## src/rtl/mem_arb_pkg.sv

```systemverilog
// ---------------------------------------------------------------------------
// mem_arb_pkg
// Shared types and constants for the datamem arbiter.
//   arb_state_e      : arbiter FSM states
//   arb_port_e       : requester identity (instruction / data)
//   LINE_OFFSET_MASK : byte-offset bits inside a 16-byte line, cleared on grant
// ---------------------------------------------------------------------------
package mem_arb_pkg;

  typedef enum logic {
    IDLE = 1'b0,
    BUSY = 1'b1
  } arb_state_e;

  typedef enum logic {
    PORT_I = 1'b0,
    PORT_D = 1'b1
  } arb_port_e;

  localparam logic [31:0] LINE_OFFSET_MASK = 32'h0000_000F;

endpackage : mem_arb_pkg

```

## src/rtl/rr_picker2.sv

```systemverilog
// ---------------------------------------------------------------------------
// rr_picker2
// Combinational two-way requester selection.
//   i_req[0]     in  instruction port requesting
//   i_req[1]     in  data port requesting
//   i_last_grant in  port granted most recently
//   o_valid      out at least one port requesting
//   o_grant      out selected port (meaningful only with o_valid)
// On contention: ROUND_ROBIN=1 picks the port that did not win last time,
// ROUND_ROBIN=0 always picks the data port.
// ---------------------------------------------------------------------------
module rr_picker2
  import mem_arb_pkg::*;
#(
  parameter int ROUND_ROBIN = 1
) (
  input  logic [1:0] i_req,
  input  arb_port_e  i_last_grant,
  output logic       o_valid,
  output arb_port_e  o_grant
);

  always_comb begin
    o_valid = |i_req;
    o_grant = PORT_D;
    case (i_req)
      2'b01: o_grant = PORT_I;
      2'b10: o_grant = PORT_D;
      2'b11: begin
        if (ROUND_ROBIN != 0) begin
          o_grant = (i_last_grant == PORT_D) ? PORT_I : PORT_D;
        end else begin
          o_grant = PORT_D;
        end
      end
      default: o_grant = PORT_D;
    endcase
  end

endmodule : rr_picker2

```

## src/rtl/mem_arbiter.sv

```systemverilog
// ---------------------------------------------------------------------------
// mem_arbiter
// Shares one line-wide datamem port between the instruction refill path and
// the data cache. One transaction at a time; responses routed back with a
// one-cycle ready pulse.
//   clk, rst                 : clock, asynchronous active-low reset
//   i_req/i_addr             : instruction line read request
//   i_ready/i_readdata       : instruction completion pulse / read line
//   d_req/d_we/d_addr/d_wdata: data request and payload
//   d_ready/d_readdata       : data completion pulse / read line
//   mem_req, WriteEnable,
//   memory_address,
//   mem_writedata            : registered datamem request outputs
//   mem_readdata, mem_ready  : datamem response
//   timeout_err              : sticky, transaction exceeded TIMEOUT cycles
//   i_grant_cnt, d_grant_cnt : wrapping per-port grant counters
// ---------------------------------------------------------------------------
module mem_arbiter
  import mem_arb_pkg::*;
#(
  parameter int ADDR_WIDTH  = 32,
  parameter int LINE_WIDTH  = 128,
  parameter int ROUND_ROBIN = 1,
  parameter int TIMEOUT     = 255
) (
  input  logic                  clk,
  input  logic                  rst,
  input  logic                  i_req,
  input  logic [ADDR_WIDTH-1:0] i_addr,
  output logic                  i_ready,
  output logic [LINE_WIDTH-1:0] i_readdata,
  input  logic                  d_req,
  input  logic                  d_we,
  input  logic [ADDR_WIDTH-1:0] d_addr,
  input  logic [LINE_WIDTH-1:0] d_wdata,
  output logic                  d_ready,
  output logic [LINE_WIDTH-1:0] d_readdata,
  output logic                  mem_req,
  output logic                  WriteEnable,
  output logic [ADDR_WIDTH-1:0] memory_address,
  output logic [LINE_WIDTH-1:0] mem_writedata,
  input  logic [LINE_WIDTH-1:0] mem_readdata,
  input  logic                  mem_ready,
  output logic                  timeout_err,
  output logic [15:0]           i_grant_cnt,
  output logic [15:0]           d_grant_cnt
);

  // Counter only needs to reach TIMEOUT, where it saturates.
  localparam int CW = (TIMEOUT < 1) ? 1 : $clog2(TIMEOUT + 1);
  localparam logic [ADDR_WIDTH-1:0] ALIGN_MASK = ~ADDR_WIDTH'(LINE_OFFSET_MASK);

  arb_state_e            r_state;
  arb_port_e             r_grant_q;
  arb_port_e             r_last_grant;
  logic [CW-1:0]         r_busy_cnt;
  logic                  r_mem_req;
  logic                  r_we;
  logic [ADDR_WIDTH-1:0] r_addr;
  logic [LINE_WIDTH-1:0] r_wdata;
  logic                  r_timeout;
  logic [15:0]           r_i_cnt;
  logic [15:0]           r_d_cnt;

  logic                  w_pick_valid;
  arb_port_e             w_pick;

  rr_picker2 #(
    .ROUND_ROBIN (ROUND_ROBIN)
  ) u_picker (
    .i_req        ({d_req, i_req}),
    .i_last_grant (r_last_grant),
    .o_valid      (w_pick_valid),
    .o_grant      (w_pick)
  );

  always_ff @(posedge clk or negedge rst) begin
    if (!rst) begin
      r_state      <= IDLE;
      r_grant_q    <= PORT_I;
      r_last_grant <= PORT_D;  // first contended grant goes to instruction
      r_busy_cnt   <= '0;
      r_mem_req    <= 1'b0;
      r_we         <= 1'b0;
      r_addr       <= '0;
      r_wdata      <= '0;
      r_timeout    <= 1'b0;
      r_i_cnt      <= '0;
      r_d_cnt      <= '0;
    end else begin
      case (r_state)
        IDLE: begin
          if (w_pick_valid) begin
            r_state      <= BUSY;
            r_mem_req    <= 1'b1;
            r_grant_q    <= w_pick;
            r_last_grant <= w_pick;
            r_busy_cnt   <= '0;
            if (w_pick == PORT_D) begin
              r_addr  <= d_addr & ALIGN_MASK;
              r_wdata <= d_wdata;
              r_we    <= d_we;
              r_d_cnt <= r_d_cnt + 16'd1;
            end else begin
              r_addr  <= i_addr & ALIGN_MASK;
              r_wdata <= '0;
              r_we    <= 1'b0;
              r_i_cnt <= r_i_cnt + 16'd1;
            end
          end
        end
        BUSY: begin
          if (r_busy_cnt != CW'(TIMEOUT)) begin
            r_busy_cnt <= r_busy_cnt + CW'(1);
          end
          // Count becomes TIMEOUT at this edge: flag it now, transaction continues.
          if (r_busy_cnt >= CW'(TIMEOUT - 1)) begin
            r_timeout <= 1'b1;
          end
          if (mem_ready) begin
            r_state   <= IDLE;
            r_mem_req <= 1'b0;
            r_we      <= 1'b0;
          end
        end
        default: r_state <= IDLE;
      endcase
    end
  end

  // Ready is combinational from mem_ready so the requester sees it in the
  // same cycle as the memory completes.
  assign i_ready        = (r_state == BUSY) && mem_ready && (r_grant_q == PORT_I);
  assign d_ready        = (r_state == BUSY) && mem_ready && (r_grant_q == PORT_D);
  assign i_readdata     = mem_readdata;
  assign d_readdata     = mem_readdata;
  assign mem_req        = r_mem_req;
  assign WriteEnable    = r_we;
  assign memory_address = r_addr;
  assign mem_writedata  = r_wdata;
  assign timeout_err    = r_timeout;
  assign i_grant_cnt    = r_i_cnt;
  assign d_grant_cnt    = r_d_cnt;

endmodule : mem_arbiter

```

## config.mk

```make
export PLATFORM = sky130hd
export DESIGN_NAME = mem_arbiter
export DESIGN_NICKNAME = d
export VERILOG_FILES = /design/src/rtl/mem_arb_pkg.sv /design/src/rtl/rr_picker2.sv /design/src/rtl/mem_arbiter.sv
export SDC_FILE = /design/constraint.sdc
export NUM_CORES = 1
export LEC_CHECK = 0
export BUFFER_PORTS_ARGS = -buffer_cell sky130_fd_sc_hd__buf_4
export CAP_MARGIN = 20
export CORE_AREA = 2 2 301 303
export CTS_CLUSTER_DIAMETER = 120
export CTS_CLUSTER_SIZE = 25
export DETAILED_ROUTE_END_ITERATION = 8
export DIE_AREA = 0 0 303 305
export SYNTH_ARGS = -nofsm -noshare
export SYNTH_HDL_FRONTEND = slang
export SYNTH_SLANG_ARGS = --single-unit
```

## constraint.sdc

```tcl
create_clock -name clk -period 2.37 [get_ports clk]
set_clock_uncertainty 0.2 [all_clocks]
set_input_delay 0.237 -clock clk [delete_from_list [all_inputs] [get_ports clk]]
set_output_delay 0.237 -clock clk [all_outputs]
set_load 0.01 [all_outputs]
```

Word-level counts from Yosys, hierarchy flattened
Index checks and enable logic that the tools add are counted.
- $add $sub $neg: 3
- $lt $le $gt $ge: 1
- equality and inequality tests: 6
- muxes and demuxes: 16
- bitwise logic cells: 3
- reduce and logical (&&, ||, !) cells: 10
- operator list (kind ; number):
    128-bit 2-to-1 mux ; 1
    16-bit by 1-bit adder with 16-bit output, second input constant ; 2
    32-bit 2-to-1 mux ; 1
    8-bit 2-to-1 mux ; 2
    8-bit case mux with 2 select lines ; 1
    8-bit by 1-bit adder with 8-bit output, second input constant ; 1
    8-bit greater-or-equal comparator, second input constant ; 1
    8-bit != test, second input constant ; 1
    1-bit case mux with 2 select lines ; 4
    2-bit AND reduction ; 4
    1-bit 2-to-1 mux ; 7
    3-bit AND reduction ; 2
    2-bit by 1-bit != test with 1-bit output, second input constant ; 2
    1-bit logical AND ; 3
    1-bit NOT ; 3
    2-bit by 1-bit equality test with 1-bit output, second input constant ; 1
    2-bit equality test, second input constant ; 1
    2-bit != test, second input constant ; 1
    2-bit OR reduction ; 1
- bits in registers: 206
- bits of input ports: 326
- output and inout bits: 453
- logic and storage cells: 50

Logic depth before layout (Yosys ltp)
- depth after elaboration: 5
- mapped depth: 6
- gate-level depth less buffers: 5

Cells and area by module
From an unflattened synthesis, not the netlist that was laid out.
- cells, all modules: 1140
- area total of the unflattened synthesis: 10448.8 um^2
- modules (own cells, without submodules) (module ; times used ; cells an instance ; area each (um^2) ; sequential area each (um^2)):
    mem_arbiter ; 1 ; 1137 ; 10433.8 ; 5056.1
    rr_picker2 ; 1 ; 3 ; 15.0 ; 0.0

Worst setup path before layout
No wires, ideal clock.
- kind: reg-to-reg
- from: register r_last_grant
- to: register r_i_cnt[10] (netlist: i_grant_cnt[10])
- library setup time: 0.125 ns
- data arrival time: 1.430 ns
- data required time: 2.045 ns
- slack: 0.615 ns
- stages on the path, launching flop included: 5
- buffers on the path: 0
- clock period less this slack: 1.755 ns
- cells stage by stage: dfstp_2 -> and2b_1 -> nor4_2 -> nand4_1 -> xnor2_1
- cells in the longest elaborated chain, start to end: 4
- ends and longest elaborated chain (item ; RTL line ; source):
    start, declared ; mem_arbiter.sv:55 ; arb_port_e r_last_grant;
    start signal, assigned ; mem_arbiter.sv:97 ; r_last_grant <= w_pick;
    1-bit 2-to-1 mux ; rr_picker2.sv:31 ; o_grant = (i_last_grant == PORT_D) ? PORT_I : PORT_D;
    1-bit case mux with 2 select lines ; rr_picker2.sv:26 ; case (i_req)
    1-bit NOT (no line) ; -- ;
    3-bit AND reduction (no line) ; -- ;
    end signal, assigned ; mem_arbiter.sv:108 ; r_i_cnt <= r_i_cnt + 16'd1;
    end, declared ; mem_arbiter.sv:62 ; logic [15:0] r_i_cnt;
Every way passes these cells.
A chain may end at the register's enable or synchronous reset.

Worst setup path in the final report
- from: register r_state
- to: register r_we (netlist: WriteEnable)
- cells in the longest elaborated chain, start to end: 3
- elaborated cells between the ends (all ways): 5
- classes of those cells: eq/ne: 2; mux: 1; bitwise: 1; reduce/logical: 1
- ends and longest elaborated chain (item ; RTL line ; source):
    start, declared ; mem_arbiter.sv:53 ; arb_state_e r_state;
    start signal, assigned ; mem_arbiter.sv:79 ; r_state <= IDLE;
    start signal, assigned ; mem_arbiter.sv:94 ; r_state <= BUSY;
    start signal, assigned ; mem_arbiter.sv:121 ; r_state <= IDLE;
    1-bit NOT (no line) ; -- ;
    2-bit by 1-bit != test with 1-bit output (no line) ; -- ;
    2-bit AND reduction (no line) ; -- ;
    end signal, assigned ; mem_arbiter.sv:102 ; r_we <= d_we;
    end, declared ; mem_arbiter.sv:58 ; logic r_we;
Parallel ways exist; a longest one is shown, timed or not.

==> flow_metrics.env <==
export IMPL_status="finished, violations left"
export IMPL_violations="DRC"
export IMPL_gp_congestion=0.713
export IMPL_pre_cts_slack_ps=359
export IMPL_critPathCaptureType="register"
export IMPL_cell_internal_pwr_w=0.00717
export IMPL_antenna_found_initial=0
export IMPL_final_common_cell="buf_4"
export IMPL_slowest_stage="dlygate4sd3_1"
export IMPL_worst_slew_pin_slew_ps=614
export IMPL_ys_ff_latch=202
export IMPL_clock_latency_ps=520
export IMPL_track_usage_pct=7.14
export IMPL_dr_total_vias=7417
export IMPL_crit_type="register to register"
export IMPL_grtUsageMet3_pct=3.61
export IMPL_maxSlewViolCount=0
export IMPL_place_hpwl_mm=24.7
export IMPL_die_width_um=303
export IMPL_timing_rr_start="r_state$_DFF_PN0_"
export IMPL_coreArea_um2=89300
export IMPL_post_drt_wl_per_cell_um=15.2
export IMPL_nNetsFinal=1468
export IMPL_cp_top_family="buffers and inverters"
export IMPL_worst_setup_path_start_kind="register"
export IMPL_grt_max_degree=73
export IMPL_synth_edff_count=0
export IMPL_placed_cells=2105
export IMPL_cts_sinks=202
export IMPL_port_buffers=382
export IMPL_ctsLongestPathBuffers=3
export IMPL_switchingPower_w=0.00348
export IMPL_syn_mean_instance_area_um2=11.7
export IMPL_pwr_share_seq_pct=43.4
export IMPL_cts_tree="done"
export IMPL_startpoint="r_state$_DFF_PN0_"
export IMPL_p_sw_share_pct=32.7
export IMPL_reg2regPathDepth=4
export IMPL_diodes=0
export IMPL_hold_path_class="input pin to async pin"
export IMPL_finalHoldViolCount=0
export IMPL_dr_pass1_iters=9
export IMPL_path_depth=4
export IMPL_drt_wl_total_mm=35.4
export IMPL_worst_slack_ps=104
export IMPL_ys_seq_area_share_pct=52.4
export IMPL_arrival_ps=2460
export IMPL_synth_top_flop_cell="dfrtp_1"
export IMPL_ant_nets=0
export IMPL_drc=41
export IMPL_peakVddDrop_uv=429
export IMPL_grt_use_met2_pct=10.3
export IMPL_h_tree_depth=1
export IMPL_cts_buffers=15
export IMPL_pin_count=779
export IMPL_endpoint="WriteEnable$_DFFE_PN0P_"
export IMPL_clockPowerShare_pct=27.3
export IMPL_r2r_end="WriteEnable$_DFFE_PN0P_"
export IMPL_synth_cells=824
export IMPL_reg2reg_slack_ps=100
export IMPL_rsz0062_at_grt="no"
export IMPL_design_die_area_um2=92400
export IMPL_area_growth_pct=51.1
export IMPL_cellLeakagePower_nw=6.77
export IMPL_cp_max_fo=68
export IMPL_final_cell_count_no_fill=2320
export IMPL_die_y_um=305
export IMPL_start_util_pct=10.8
export IMPL_cpPeakStageDelay_ps=560
export IMPL_setup_tns_ps=0
export IMPL_gr_max_usage_layer="met2"
export IMPL_fin_crit_sh_pct=95.6
export IMPL_async_flop_share_pct=100
export IMPL_first_iter_violations=589
export IMPL_setup_viol=0
export IMPL_path_cells="or2_4, buf_12, a32o_1, dlygate4sd3_1"
export IMPL_grt_use_met1_pct=8.13
export IMPL_grt_overflow_total=0
export IMPL_holdWs_ps=18.8
export IMPL_combPwrFrac_pct=29.3
export IMPL_finalCriticalPeriod_ps=2270
export IMPL_crit_required_ps=2570
export IMPL_cts_clk_slew_worst_paths_ps=100
export IMPL_synth_warnings=0
export IMPL_grt_pass1_vias=7889
export IMPL_crit_buf_inv=2
export IMPL_drv_cap=0
export IMPL_mostFrequentLayoutCells="buf_4 (395), dfrtp_1 (200), dlygate4sd3_1 (192)"
export IMPL_cellPowerDensity_nw_per_um2=730
export IMPL_max_slew_margin_pct=59.1
export IMPL_clock_fmax_mhz=441
export IMPL_final_area_um2=14600
export IMPL_dpl_cell_area_um2=12200
export IMPL_rows=110
export IMPL_via_per_inst=3.20
export IMPL_root_buffer="clkbuf_16"
export IMPL_fill_cells=9824
export IMPL_layout_drive_gt1_share_pct=38.5
export IMPL_grt_pass1_wl_mm=50.2
export IMPL_synthesis_area_um2=9660
export IMPL_yosysUniqueCellTypes=42
[routing by layer]
layer	vias up	wire [µm]
met4	4	2120
met1	3514	13400
li1	3267	-
met3	132	4790
met2	500	14900
met5	-	112
[registers in the layout (all words and copies together), names as in the netlist]
| register | flops |
|---|---|
| i_grant_cnt | 16 |
| timeout_err | 1 |
| r_grant_q | 1 |
| mem_req | 1 |
| d_grant_cnt | 16 |
| memory_address | 28 |
| r_busy_cnt | 8 |
| WriteEnable | 1 |
| r_state | 1 |
| mem_writedata | 128 |
| r_last_grant | 1 |
[cell families (layout without fill, tap and decap cells)]
kind of cell / after synthesis / in the layout / synth area share, %
xor+xnor: 30 / 30 / 2.72
simple gates: 78 / 78 / 4.61
other cells: 1 / 4 / 0.0388
flops: 202 / 202 / 52.4
fa+ha+maj: 4 / 4 / 0.518
compound gates: 172 / 172 / 15.9
buf+inv: 333 / 650 / 23.4
mux: 4 / 4 / 0.440
[power groups by stage]
stage	combinational (W)	sequential, W	clock [W]
after CTS	0.00315	0.00461	0.00313
after global routing	0.00338	0.00472	0.00322
after detailed placement	0.00289	0.00465	0
final	0.00312	0.00462	0.00291
after floorplan	0.00132	0.00485	0
after global placement	0.00286	0.00466	0
[repair_timing]
action	4_1_cts	5_1_grt
resized for setup	0	1
hold buffers	192	0
setup buffers	0	0
hold endpoints to repair	369	0
setup endpoints to repair	0	1
[area by class of cell]
| cell class | instances | area, µm² | area share, % |
|---|---|---|---|
| Inverter | 31 | 116 | 0.797 |
| Timing Repair Buffer | 596 | 5060 | 34.7 |
| Multi-Input combinational cell | 292 | 2370 | 16.2 |
| Tap cell | 1176 | 1470 | 10.1 |
| Clock buffer | 15 | 375 | 2.57 |
| Sequential cell | 202 | 5060 | 34.7 |
| Clock inverter | 8 | 141 | 0.969 |
[worst min path at each step]
stage,from,end,slack [ps],cells past startpoint
after floorplan,rst,WriteEnable$_DFFE_PN0P_,-260,0
after global placement,rst,memory_address[28]$_DFFE_PN0P_,10,1
final,rst,d_grant_cnt[8]$_DFFE_PN0P_,20,2
after CTS,rst,memory_address[28]$_DFFE_PN0P_,2,2
after global routing,rst,memory_address[28]$_DFFE_PN0P_,30,2
after detailed placement,rst,i_grant_cnt[9]$_DFFE_PN0P_,10,1
[synthesized netlist by cell type (2+ instances only)]
library cell | number | area (µm²)
a21o_1 | 2 | 15.0
a222oi_1 | 28 | 280
a22o_1 | 128 | 1120
a31oi_1 | 3 | 18.8
and2_1 | 2 | 12.5
and3_1 | 5 | 31.3
and4_1 | 5 | 43.8
buf_1 | 3 | 11.3
buf_2 | 25 | 125
buf_4 | 260 | 1950
clkbuf_1 | 14 | 52.6
dfrtp_1 | 201 | 5030
ha_1 | 4 | 50.1
inv_1 | 30 | 113
mux2_2 | 2 | 22.5
mux2i_1 | 2 | 20.0
nand2_1 | 20 | 75.1
nand3_1 | 11 | 55.1
nand4_1 | 16 | 100
nor2_1 | 8 | 30.0
nor3_1 | 2 | 10.0
nor3_2 | 2 | 20.0
o21ai_1 | 2 | 10.0
o31ai_1 | 2 | 15.0
or2_1 | 2 | 12.5
xnor2_1 | 25 | 219
xor2_1 | 5 | 43.8
[through the flow]
step	utilization (%)	total power, W
6_report	16.3	0.0107
2_1_floorplan	-	0.00618
3_5_place_dp	13.6	0.00754
3_3_place_gp	13.6	0.00752
4_1_cts	16.3	0.0109
5_1_grt	16.3	0.0113
No activity file was read; power rests on OpenSTA's default activity.
